<file path="src/rtl/instr_mem_pkg.sv">
// Shared constants and FSM encoding for the instruction memory
// sequencer: address/word widths, depth, states and the NOP word.
package instr_mem_pkg;

  localparam int ADDR_W  = 8;
  localparam int INSTR_W = 16;
  localparam int DEPTH   = 256;

  typedef enum logic [1:0] {
    IDLE = 2'd0,
    LOAD = 2'd1,
    RUN  = 2'd2,
    DONE = 2'd3
  } fsm_state_t;

  localparam logic [INSTR_W-1:0] NOP = 16'h0000;

endpackage

</file>
<file path="src/rtl/instr_port_mux.sv">
// Single-port memory steering between loader writes and fetch reads.
// Ports: load_sel/addr/data, fetch_sel/addr -> mem_addr/we/wdata.
module instr_port_mux
  import instr_mem_pkg::*;
#(
  parameter int ADDR_W  = instr_mem_pkg::ADDR_W,
  parameter int INSTR_W = instr_mem_pkg::INSTR_W
) (
  input  logic               load_sel,
  input  logic [ADDR_W-1:0]  load_addr,
  input  logic [INSTR_W-1:0] load_data,
  input  logic               fetch_sel,
  input  logic [ADDR_W-1:0]  fetch_addr,
  output logic [ADDR_W-1:0]  mem_addr,
  output logic               mem_we,
  output logic [INSTR_W-1:0] mem_wdata
);

  always_comb begin
    mem_addr  = '0;
    mem_we    = 1'b0;
    mem_wdata = '0;
    unique case (1'b1)
      load_sel: begin
        mem_addr  = load_addr;
        mem_we    = 1'b1;
        mem_wdata = load_data;
      end
      fetch_sel: mem_addr = fetch_addr;
      default: ;
    endcase
  end

endmodule

</file>
<file path="src/rtl/instr_fetch_ctrl.sv">
// Loader/fetch sequencer owning the instruction memory port.
// Ports: load_*, run_start, stall in; mem_* port; if_* bundle; status.
module instr_fetch_ctrl #(
  parameter int ADDR_W  = instr_mem_pkg::ADDR_W,
  parameter int INSTR_W = instr_mem_pkg::INSTR_W,
  parameter int DEPTH   = instr_mem_pkg::DEPTH
) (
  input  logic               clk,
  input  logic               rst_n,
  input  logic               load_start,
  input  logic               load_valid,
  input  logic [INSTR_W-1:0] load_data,
  input  logic               load_last,
  input  logic               run_start,
  input  logic               stall,
  output logic [ADDR_W-1:0]  mem_addr,
  output logic               mem_we,
  output logic [INSTR_W-1:0] mem_wdata,
  input  logic [INSTR_W-1:0] mem_rdata,
  output logic               if_valid,
  output logic [INSTR_W-1:0] if_instr,
  output logic [ADDR_W-1:0]  if_pc,
  output logic               busy,
  output logic               done,
  output logic               load_err
);

  import instr_mem_pkg::*;

  localparam logic [ADDR_W:0] LEN_MAX = (ADDR_W+1)'(DEPTH);
  localparam logic [ADDR_W:0] LEN_ONE = (ADDR_W+1)'(1);

  fsm_state_t state_q, state_d;

  logic [ADDR_W-1:0] pc;
  logic [ADDR_W-1:0] wr_ptr;
  logic [ADDR_W:0]   prog_len;

  logic start_load;
  logic start_run;
  logic empty_run;
  logic do_write;
  logic load_ovf;
  logic issue;
  logic last_issue;

  always_comb begin
    state_d    = state_q;
    start_load = 1'b0;
    start_run  = 1'b0;
    empty_run  = 1'b0;
    do_write   = 1'b0;
    load_ovf   = 1'b0;
    issue      = 1'b0;
    last_issue = 1'b0;
    unique case (state_q)
      IDLE, DONE: begin
        if (load_start) begin
          state_d    = LOAD;
          start_load = 1'b1;
        end else if (run_start) begin
          start_run = 1'b1;
          if (prog_len == '0) begin
            state_d   = DONE;
            empty_run = 1'b1;
          end else begin
            state_d = RUN;
          end
        end
      end
      LOAD: begin
        if (load_valid) begin
          if (prog_len == LEN_MAX) begin
            load_ovf = 1'b1;
            state_d  = IDLE;
          end else begin
            do_write = 1'b1;
            if (load_last) state_d = IDLE;
          end
        end
      end
      RUN: begin
        if (!stall) begin
          issue = 1'b1;
          if ({1'b0, pc} == prog_len - LEN_ONE) begin
            last_issue = 1'b1;
            state_d    = DONE;
          end
        end
      end
    endcase
  end

  always_ff @(posedge clk or negedge rst_n) begin
    if (!rst_n) begin
      state_q  <= IDLE;
      pc       <= '0;
      wr_ptr   <= '0;
      prog_len <= '0;
      if_valid <= 1'b0;
      if_instr <= INSTR_W'(NOP);
      if_pc    <= '0;
      done     <= 1'b0;
      load_err <= 1'b0;
    end else begin
      state_q <= state_d;
      if (start_load) begin
        wr_ptr   <= '0;
        prog_len <= '0;
        done     <= 1'b0;
        load_err <= 1'b0;
      end
      if (start_run) begin
        pc   <= '0;
        done <= empty_run;
        if (empty_run) load_err <= 1'b1;
      end
      if (do_write) begin
        wr_ptr   <= wr_ptr + ADDR_W'(1);
        prog_len <= prog_len + LEN_ONE;
      end
      if (load_ovf) load_err <= 1'b1;
      if (issue) begin
        if_instr <= mem_rdata;
        if_pc    <= pc;
        if_valid <= 1'b1;
        if (last_issue) done <= 1'b1;
        else pc <= pc + ADDR_W'(1);
      end
      // A stalled final instruction stays visible until stall drops.
      if (state_q != RUN && !stall) if_valid <= 1'b0;
    end
  end

  assign busy = (state_q == LOAD) || (state_q == RUN);

  instr_port_mux #(
    .ADDR_W (ADDR_W),
    .INSTR_W(INSTR_W)
  ) u_port_mux (
    .load_sel  (do_write),
    .load_addr (wr_ptr),
    .load_data (load_data),
    .fetch_sel (state_q == RUN),
    .fetch_addr(pc),
    .mem_addr  (mem_addr),
    .mem_we    (mem_we),
    .mem_wdata (mem_wdata)
  );

endmodule

</file>
<file path="config.mk">
export PLATFORM = sky130hd
export DESIGN_NAME = instr_fetch_ctrl
export DESIGN_NICKNAME = d
export VERILOG_FILES = /design/src/rtl/instr_mem_pkg.sv /design/src/rtl/instr_port_mux.sv /design/src/rtl/instr_fetch_ctrl.sv
export SDC_FILE = /design/constraint.sdc
export NUM_CORES = 1
export LEC_CHECK = 0
export ABC_AREA = 1
export ABC_CLOCK_PERIOD_IN_PS = 1900
export CORE_ASPECT_RATIO = 0.7
export CORE_MARGIN = 5
export CORE_UTILIZATION = 42
export CTS_CLUSTER_DIAMETER = 100
export CTS_CLUSTER_SIZE = 20
export DETAILED_ROUTE_END_ITERATION = 6
export PLACE_DENSITY = 0.82
export SYNTH_ARGS = -nofsm -noshare
export SYNTH_HDL_FRONTEND = slang
export SYNTH_SLANG_ARGS = --single-unit
export TNS_END_PERCENT = 5
</file>
<file path="constraint.sdc">
create_clock -name clk -period 1.9 [get_ports clk]
set_clock_uncertainty 0.15 [all_clocks]
set_input_delay 0.19 -clock clk [delete_from_list [all_inputs] [get_ports clk]]
set_output_delay 0.19 -clock clk [all_outputs]
set_load 0.005 [all_outputs]
</file>
Word level (Yosys, flattened, before mapping)
Index checks and enable logic that the tools add are counted.

cells by class
  add/sub/neg operators = 4
  equal/unequal tests = 11
  muxes and demuxes = 49
  reduce and logical (&&, ||, !) cells = 9

operators with widths
  kind                                                  count
  2-to-1 mux 8 bit                                      5
  2-to-1 mux 1 bit                                      32
  2-to-1 mux 9 bit                                      2
  adder 8 x 1 -> 8 bit (second input constant)          2
  2-to-1 mux 16 bit                                     1
  one-hot mux 8 bit (2 select lines)                    1
  2-to-1 mux 2 bit                                      7
  adder 9 x 1 -> 9 bit (second input constant)          1
  equality test 8 x 9 -> 1 bit                          1
  equality test 9 bit (second input constant)           1
  zero test 9 bit                                       1
  subtractor 9 x 1 -> 9 bit (second input constant)     1
  inequality test 2 bit (second input constant)         4
  inequality test 3 bit (second input constant)         2
  one-hot mux 2 bit (3 select lines)                    1
  AND reduction 5 bit                                   1
  equality test 2 bit (second input constant)           2
  nonzero test 2 bit                                    2
  equality test 2 x 1 -> 1 bit (second input constant)  1
  zero test 2 bit                                       1
  OR reduction 2 bit                                    1
  logical AND 1 bit                                     1
  zero test 1 bit                                       1
  logical OR 1 bit                                      1

storage, ports and cells
  register bits = 54
  output and inout port bits = 53
  word-level logic and storage cells = 82

Longest topological paths before layout
Gate-level depths: netlist of run 1.

  depth in word-level cells = 8
  gate-level depth with buffers = 15

By module
Synthesis of run 1 repeated with hierarchy kept, for this count alone.

second synthesis, totals
  cell total of the unflattened synthesis = 411
  area, all modules = 3,075.4 um2

modules (own cells, without submodules)
  module            times used  cells an instance  area an instance (um2)  seq. area each (um2)
  instr_fetch_ctrl  1           351                2,830.2                 1,351.3
  instr_port_mux    1           60                 245.2                   0.0

Worst setup path after synthesis of run 1
Ideal clock, no wire load.

  path kind = register to register
  start = reg prog_len[0]
  end = reg pc[4]
  library setup time = 0.125 ns
  arrival = 1.676 ns
  required time = 1.625 ns
  path slack = -0.051 ns
  stages on the path, launching flop included = 15
  period minus slack after synthesis = 1.951 ns
  path through = dfrtp_1 -> inv_1 -> ha_1 -> nand2_1 -> inv_1 -> nor2_1 -> nand2_1 -> nor2_1 -> nand3_1 -> nor2_2 -> nand3_2 -> nand2_2 -> inv_2 -> nand2_1 -> o21ai_1

on the way
  word-level cells in the longest chain between the ends = 7

RTL lines
  item                          line                     RTL
  start: declaration            instr_fetch_ctrl.sv:37   logic [ADDR_W:0] prog_len;
  start signal: assignment      instr_fetch_ctrl.sv:120  prog_len <= prog_len + LEN_ONE;
  subtractor 9 x 1 -> 9 bit     instr_fetch_ctrl.sv:85   if ({1'b0, pc} == prog_len - LEN_ONE) begin
  equality test 8 x 9 -> 1 bit  instr_fetch_ctrl.sv:85
  2-to-1 mux 1 bit              instr_fetch_ctrl.sv:85
  2-to-1 mux 1 bit              instr_fetch_ctrl.sv:83   if (!stall) begin
  2-to-1 mux 1 bit              instr_fetch_ctrl.sv:56   unique case (state_q)
  2-to-1 mux 8 bit              instr_fetch_ctrl.sv:127  if (last_issue) done <= 1'b1;
  2-to-1 mux 8 bit              instr_fetch_ctrl.sv:123  if (issue) begin
  end signal: assignment        instr_fetch_ctrl.sv:128  else pc <= pc + ADDR_W'(1);
  end: declaration              instr_fetch_ctrl.sv:35   logic [ADDR_W-1:0] pc;

No other way between the ends.
A chain may end at the register's enable or synchronous reset.

Worst setup path after layout of run 1
  start = reg prog_len[1]
  end = out mem_addr[7]

on the way
  word-level cells in the longest chain between the ends = 5

RTL lines
  item                                line                    RTL
  equality test 9 bit                 instr_fetch_ctrl.sv:73  if (prog_len == LEN_MAX) begin
  2-to-1 mux 1 bit                    instr_fetch_ctrl.sv:73
  2-to-1 mux 1 bit                    instr_fetch_ctrl.sv:72  if (load_valid) begin
  2-to-1 mux 1 bit                    instr_fetch_ctrl.sv:56
  one-hot mux 8 bit (2 select lines)  instr_port_mux.sv:23    unique case (1'b1)
  end: declaration                    instr_fetch_ctrl.sv:16  output logic [ADDR_W-1:0] mem_addr,

No other way between the ends.

==> impl_metrics.yaml, run 1 <==
clock_tree:
  clock_sinks: 54
  clk_path_buf_depth: 2
  cts_tree: "built"
  root_buffer: "clkbuf_8"
  clkLatencyLatePin_ns: 0.32
  htreeDepth: 2
  cts.clk_slew.worst_paths_ns: 0.12
  numCtsBuffers: 5
place:
  io_buffers: 91
  post_dp_cell_area_mm2: 0.00425
  dp_cells: 621
  pre_cts_slack_ns: -0.277
  gp_congestion: 0.945
  place_hpwl_mm: 6.64
synth:
  synth_edf_count: 0
  synth_ff_type: "dfrtp_1"
  synthArstFlopShare: 1.00
  syn_nets: 454
  synth_cell_types: 28
  synthCells: 408
  synth_seq_cells: 54
  synth_warnings: 0
  synthesis.area_mm2: 0.00298
  syn_area_per_cell_um2: 7.30
  seq_area_frac_synth: 0.454
power:
  p_sw_frac: 0.410
  pwr-share-clk: 0.117
  ir_worst_vdd_v: 0.000668
  p_comb_frac: 0.601
  switching_power_w: 0.00251
  seq_power_share: 0.282
  power_density_mw_per_mm2: 1310
  p_leak_nw: 2.39
  power.internal_w: 0.00361
global_route:
  grt_overflow: 0
  grtUsageTotal: 0.214
  antenna_found_initial: 0
  grt_pass1_vias: 3133
  grt_max_degree: 55
  grt_pass1_wl_mm: 15.7
setup_path:
  r2r-end: "wr_ptr[7]"
  endpoint_kind: "output pin"
  cp.required_ns: 1.56
  cp-startpoint: "prog_len[1]"
  cp.arrival_ns: 1.90
  rr_worst_depth: 13
  rrSetupSlack_ns: -0.29
  path_max_fanout: 4
  worstReg2RegStart: "prog_len[1]"
  crit_path_end: "mem_addr[7]"
  critPathKind: "reg -> out"
  crit_path_start_kind: "flop"
die:
  core_mm2: 0.00682
  initial_core_util: 0.437
  die_w_um: 111
  dieArea_mm2: 0.00890
  die_h_um: 80.4
  io_pins: 92
  core.rowCount: 25
outcome:
  violations: "negative setup slack"
  status: "complete, but fails checks"
run:
  cap_violations: 0
route:
  wl_mm: 9.82
  vias: 3292
  dr.pass1.iters: 6
  wl_per_cell_um: 15.1
  vias_per_cell: 5.06
  drc: 0
  drt_iter0_drc: 349
  antenna_left: 0
cells_and_area:
  antenna_cells: 0
  final_nets: 601
  layout-drive-gt1-share: 0.257
  final_cell_mix: "nand2_1, clkdlybuf4s50_1, dfrtp_1, inv_1, buf_4"
  area_growth_pct: 56.5
  utilization: 0.683
  postLayoutCellArea_mm2: 0.00466
  final_common_cell: "nand2_1"
  finalNonFillerCells: 650
  fillers: 528
timing:
  finalHoldViolations: 0
  maxSlewHeadroom: 0.722
  setup_ws_ns: -0.336
  max_freq_ghz: 0.447
  finalCritPeriodShare: 1.18
  drv_slew: 0
  worst_pin_slew_ns: 0.414
  rsz0062_at_grt: "true"
  period_needed_ns: 2.24
  setup_viol_count_final: 54
min_path:
  hp-class: "in -> async"
## final cells by class
cell class	count	area, um2	share of cell area
Multi-Input combinational cell	288	1540	0.330
Sequential cell	54	1350	0.290
Timing Repair Buffer	149	1330	0.285
Inverter	57	224	0.0481
Tap cell	94	118	0.0253
Clock buffer	5	68.8	0.0148
Clock inverter	3	28.8	0.00618
## Yosys cell counts, drive strengths merged, types with 3 or more instances
cell,n,area [um2]
ha,7,87.6
o21ai,29,145
xor2,6,52.6
nor3,6,35.0
nor2,49,191
o32ai,3,26.3
a21oi,10,50.1
buf,5,30.0
o22ai,8,50.1
nand4,5,31.3
nand3,22,115
nand2,136,531
dfrtp,54,1350
inv,57,214
clkbuf,4,15.0
## layer usage
metal / up-vias / GRT usage / wire length, um
li1: 1581 / - / -
met1: 1522 / 0.292 / 4230
met2: 161 / 0.352 / 4570
met3: 28 / 0.0572 / 815
met4: 0 / 0.0271 / 209
met5: - / 0 / 0
## critical path, stage by stage, from the launching register on
cell,delay [ns]
dfrtp_1,0.41
inv_2,0.10
ha_4,0.15
nand3_4,0.07
nor3_4,0.19
nand2_2,0.11
nand2_4,0.12
buf_6,0.13
inv_4,0.04
nand2_2,0.06
o21ai_2,0.06
buf_2,0.13
## worst min path at each step
stage / depth (start not counted) / slack, ns / start / endpoint
final: 3 / 0.23 / rst_n / state_q[0]
after global routing: 3 / 0.25 / mem_rdata[1] / if_instr[1]
after CTS: 3 / 0.24 / rst_n / state_q[0]
after detailed placement: 2 / 0.06 / rst_n / state_q[0]
after global placement: 2 / 0.06 / rst_n / load_err
after floorplan: 0 / -0.26 / rst_n / done
## power groups by stage
stage | logic (W) | registers, W | clock network (W)
final | 0.00367 | 0.00173 | 0.000717
after global routing | 0.00401 | 0.00177 | 0.000777
after CTS | 0.00340 | 0.00172 | 0.000720
after detailed placement | 0.00288 | 0.00174 | 0
after global placement | 0.00280 | 0.00172 | 0
after floorplan | 0.00140 | 0.00175 | 0
## metrics by stage
step / power, W / hold WS, ns / TNS [ns]
after floorplan: 0.00315 / -0.256 / 0
after global placement: 0.00452 / 0.0583 / -7.32
after detailed placement: 0.00462 / 0.0558 / -10.92
after CTS: 0.00583 / 0.237 / -10.94
after global routing: 0.00655 / 0.247 / -17.47
final: 0.00612 / 0.232 / -12.69
## cell families (layout without fill, tap and decap cells)
kind of cell | after synthesis | count (layout) | synth area share
DFF | 54 | 54 | 0.454
adders and majority gates | 7 | 7 | 0.0294
AOI/OAI and AO/OA | 54 | 54 | 0.101
buffers and inverters | 66 | 214 | 0.0870
xor gates and xnor gates | 7 | 7 | 0.0206
and+or+nand+nor | 220 | 220 | 0.308
## what timing repair did
item / CTS / global route
setup endpoints to repair: 63 / 64
gates resized for setup: 151 / 22
endpoints found under the hold margin: 54 / 0
hold buffers: 1 / 0
pin swaps: 16 / 11
cloned: 2 / 0
buffers inserted: 19 / 4
## flip-flops by register name (all words and copies together), names as in the netlist
| name | count |
|---|---|
| pc | 8 |
| if_instr | 16 |
| done | 1 |
| if_valid | 1 |
| wr_ptr | 8 |
| state_q | 2 |
| load_err | 1 |
| prog_len | 9 |
| if_pc | 8 |
(Power assumes the default switching activity.)
==> run 2, diff against run 1 <==
--- a/config.mk
+++ b/config.mk
@@ -9,11 +9,12 @@
 export ABC_CLOCK_PERIOD_IN_PS = 1900
 export CORE_ASPECT_RATIO = 0.7
 export CORE_MARGIN = 5
-export CORE_UTILIZATION = 42
+export CORE_UTILIZATION = 44
+export CTS_BUF_LIST = sky130_fd_sc_hd__clkbuf_8
 export CTS_CLUSTER_DIAMETER = 100
 export CTS_CLUSTER_SIZE = 20
 export DETAILED_ROUTE_END_ITERATION = 6
-export PLACE_DENSITY = 0.82
+export PLACE_DENSITY = 0.85
 export SYNTH_ARGS = -nofsm -noshare
 export SYNTH_HDL_FRONTEND = slang
 export SYNTH_SLANG_ARGS = --single-unit
==> run 2 against run 1 <==
Against the previous run:
- the flow still finishes with violations (negative setup slack)
- sequential power is essentially flat
- setup slack worse by 0.0087 ns
- combinational power is 5% lower
- largest cell class unchanged
- global-route usage rose by 2.2 points
- total power down 2.6%
- clock power down 0.6%
- register-to-register slack lost 0.04 ns
- cell count is 0.62% lower
==> impl_metrics.yaml, run 2 (synthesis results as in run 1) <==
outcome:
  status: "complete, but fails checks"
  violations: "negative setup slack"
setup_path:
  critPathKind: "reg -> out"
  cp.required_ns: 1.56
  endpoint_kind: "output pin"
  rr_worst_depth: 13
  cp.arrival_ns: 1.91
  path_max_fanout: 6
  crit_path_start_kind: "flop"
clock_tree:
  cts_tree: "built"
  numCtsBuffers: 5
  root_buffer: "clkbuf_8"
  clock_sinks: 54
  cts.clk_slew.worst_paths_ns: 0.11
  clkLatencyLatePin_ns: 0.32
  clk_path_buf_depth: 2
  htreeDepth: 2
global_route:
  grt_pass1_wl_mm: 16.2
  grt_max_degree: 37
  antenna_found_initial: 0
  grtUsageTotal: 0.235
  grt_pass1_vias: 3332
  grt_overflow: 0
place:
  gp_congestion: 0.985
  place_hpwl_mm: 7.12
  post_dp_cell_area_mm2: 0.00426
  pre_cts_slack_ns: -0.323
  io_buffers: 91
timing:
  fin_hold_ws_ns: 0.226
  setup_viol_count_final: 49
  max_freq_ghz: 0.445
  setup_ws_ns: -0.345
  rsz0062_at_grt: "true"
  finalCritPeriodShare: 1.18
  maxSlewHeadroom: 0.621
  worst_pin_slew_ns: 0.565
  drv_slew: 0
  finalHoldViolations: 0
  period_needed_ns: 2.25
cells_and_area:
  final_common_cell: "nand2_1"
  fillers: 502
  postLayoutCellArea_mm2: 0.00459
  final_cell_mix: "nand2_1, clkdlybuf4s50_1, dfrtp_1, inv_1, nor2_1"
  layout-drive-gt1-share: 0.248
  regMostFlops: "if_instr"
  area_growth_pct: 54.1
  final-seq-area_mm2: 0.00135
  largestRegisters: "if_instr x16, prog_len x9"
  multi_input_area_mm2: 0.00154
  largest_reg_flops: 16
  final_nets: 597
  antenna_cells: 0
route:
  antenna_left: 0
  drt_iter0_drc: 364
  wl_per_cell_um: 16.0
  wl_mm: 10.4
  vias_per_cell: 5.24
  drc: 0
  vias: 3385
  dr.pass1.iters: 6
die:
  core.rowCount: 25
  initial_core_util: 0.447
  die_w_um: 108
  dieArea_mm2: 0.00854
  io_pins: 92
  die_h_um: 78.8
  core_mm2: 0.00666
power:
  ir_worst_vdd_v: 0.000614
  p_comb_frac: 0.588
  switching_power_w: 0.00250
  power_density_mw_per_mm2: 1300
  p_leak_nw: 2.35
  pwr-share-clk: 0.120
  power.internal_w: 0.00345
  p_sw_frac: 0.420
  seq_power_share: 0.292
min_path:
  hp-class: "in -> async"
run:
  cap_violations: 0
## run 2: cell types whose count changed in the layout (fill, tap and decap cells not counted), sizes merged
cell          previous run  this run
dlygate4sd2              1         0
clkbuf                   5        10
dlymetal6s2s             0         1
clkinv                   1         2
buf                     83        74
inv                     59        58
## run 2: routing by layer
metal / GRT usage / wire length, um
met5: 0 / 0
met4: 0.0492 / 202
met3: 0.0520 / 871
met2: 0.385 / 5010
met1: 0.322 / 4270
## run 2: final timing paths
path                            slack [ns]    startpoint      endpoint
worst max-delay path                 -0.35   prog_len[0]   mem_addr[6]
worst max register to register       -0.33   prog_len[1]         pc[7]
worst min register to register        0.33  if_instr[10]  if_instr[10]
max in group asynchronous             0.82         rst_n  if_instr[15]
min in group clk                      0.25  mem_rdata[0]   if_instr[0]
worst min-delay path                  0.23         rst_n      load_err
## run 2: layout make-up
class,count,share of cell area
multi-input combinational,288,0.336
clock inverter,3,0.00627
timing repair buffer,145,0.275
clock buffer,5,0.0150
sequential,54,0.295
inverter,57,0.0477
tap,94,0.0256
## run 2: timing repair
item                                   CTS  global route
setup endpoints to repair               54            78
gates resized for setup                128            33
endpoints found under the hold margin   18             0
buffers inserted                        10             3
cloned                                   2             0
pin swaps                                7            12
hold buffers                             1             0
## run 2: metrics by stage
stage | util | total power [W] | TNS (ns) | std cells
floorplan | - | 0.00315 | 0 | 408
global placement | 0.639 | 0.00453 | -5.40 | 623
detailed placement | 0.639 | 0.00467 | -9.19 | 623
CTS | 0.673 | 0.00561 | -11.23 | 644
global route | 0.689 | 0.00638 | -16.84 | 646
finish | 0.689 | 0.00596 | -11.25 | 646
## run 2: critical path, stage by stage (launching register included)
cell,delay [ns]
dfrtp_1,0.42
inv_2,0.10
ha_4,0.15
nand3_4,0.08
nor3_4,0.18
nand2_2,0.11
nand2_4,0.13
buf_6,0.12
inv_4,0.04
nand2_2,0.04
o21ai_1,0.07
buf_2,0.14
## run 2: power groups by stage
stage                     Combinational (W)  Clock [W]  Sequential (W)
after floorplan                     0.00140          0         0.00175
after global placement              0.00280          0         0.00173
after detailed placement            0.00292          0         0.00174
after CTS                           0.00318   0.000704         0.00173
after global routing                0.00384   0.000753         0.00178
final                               0.00350   0.000713         0.00174
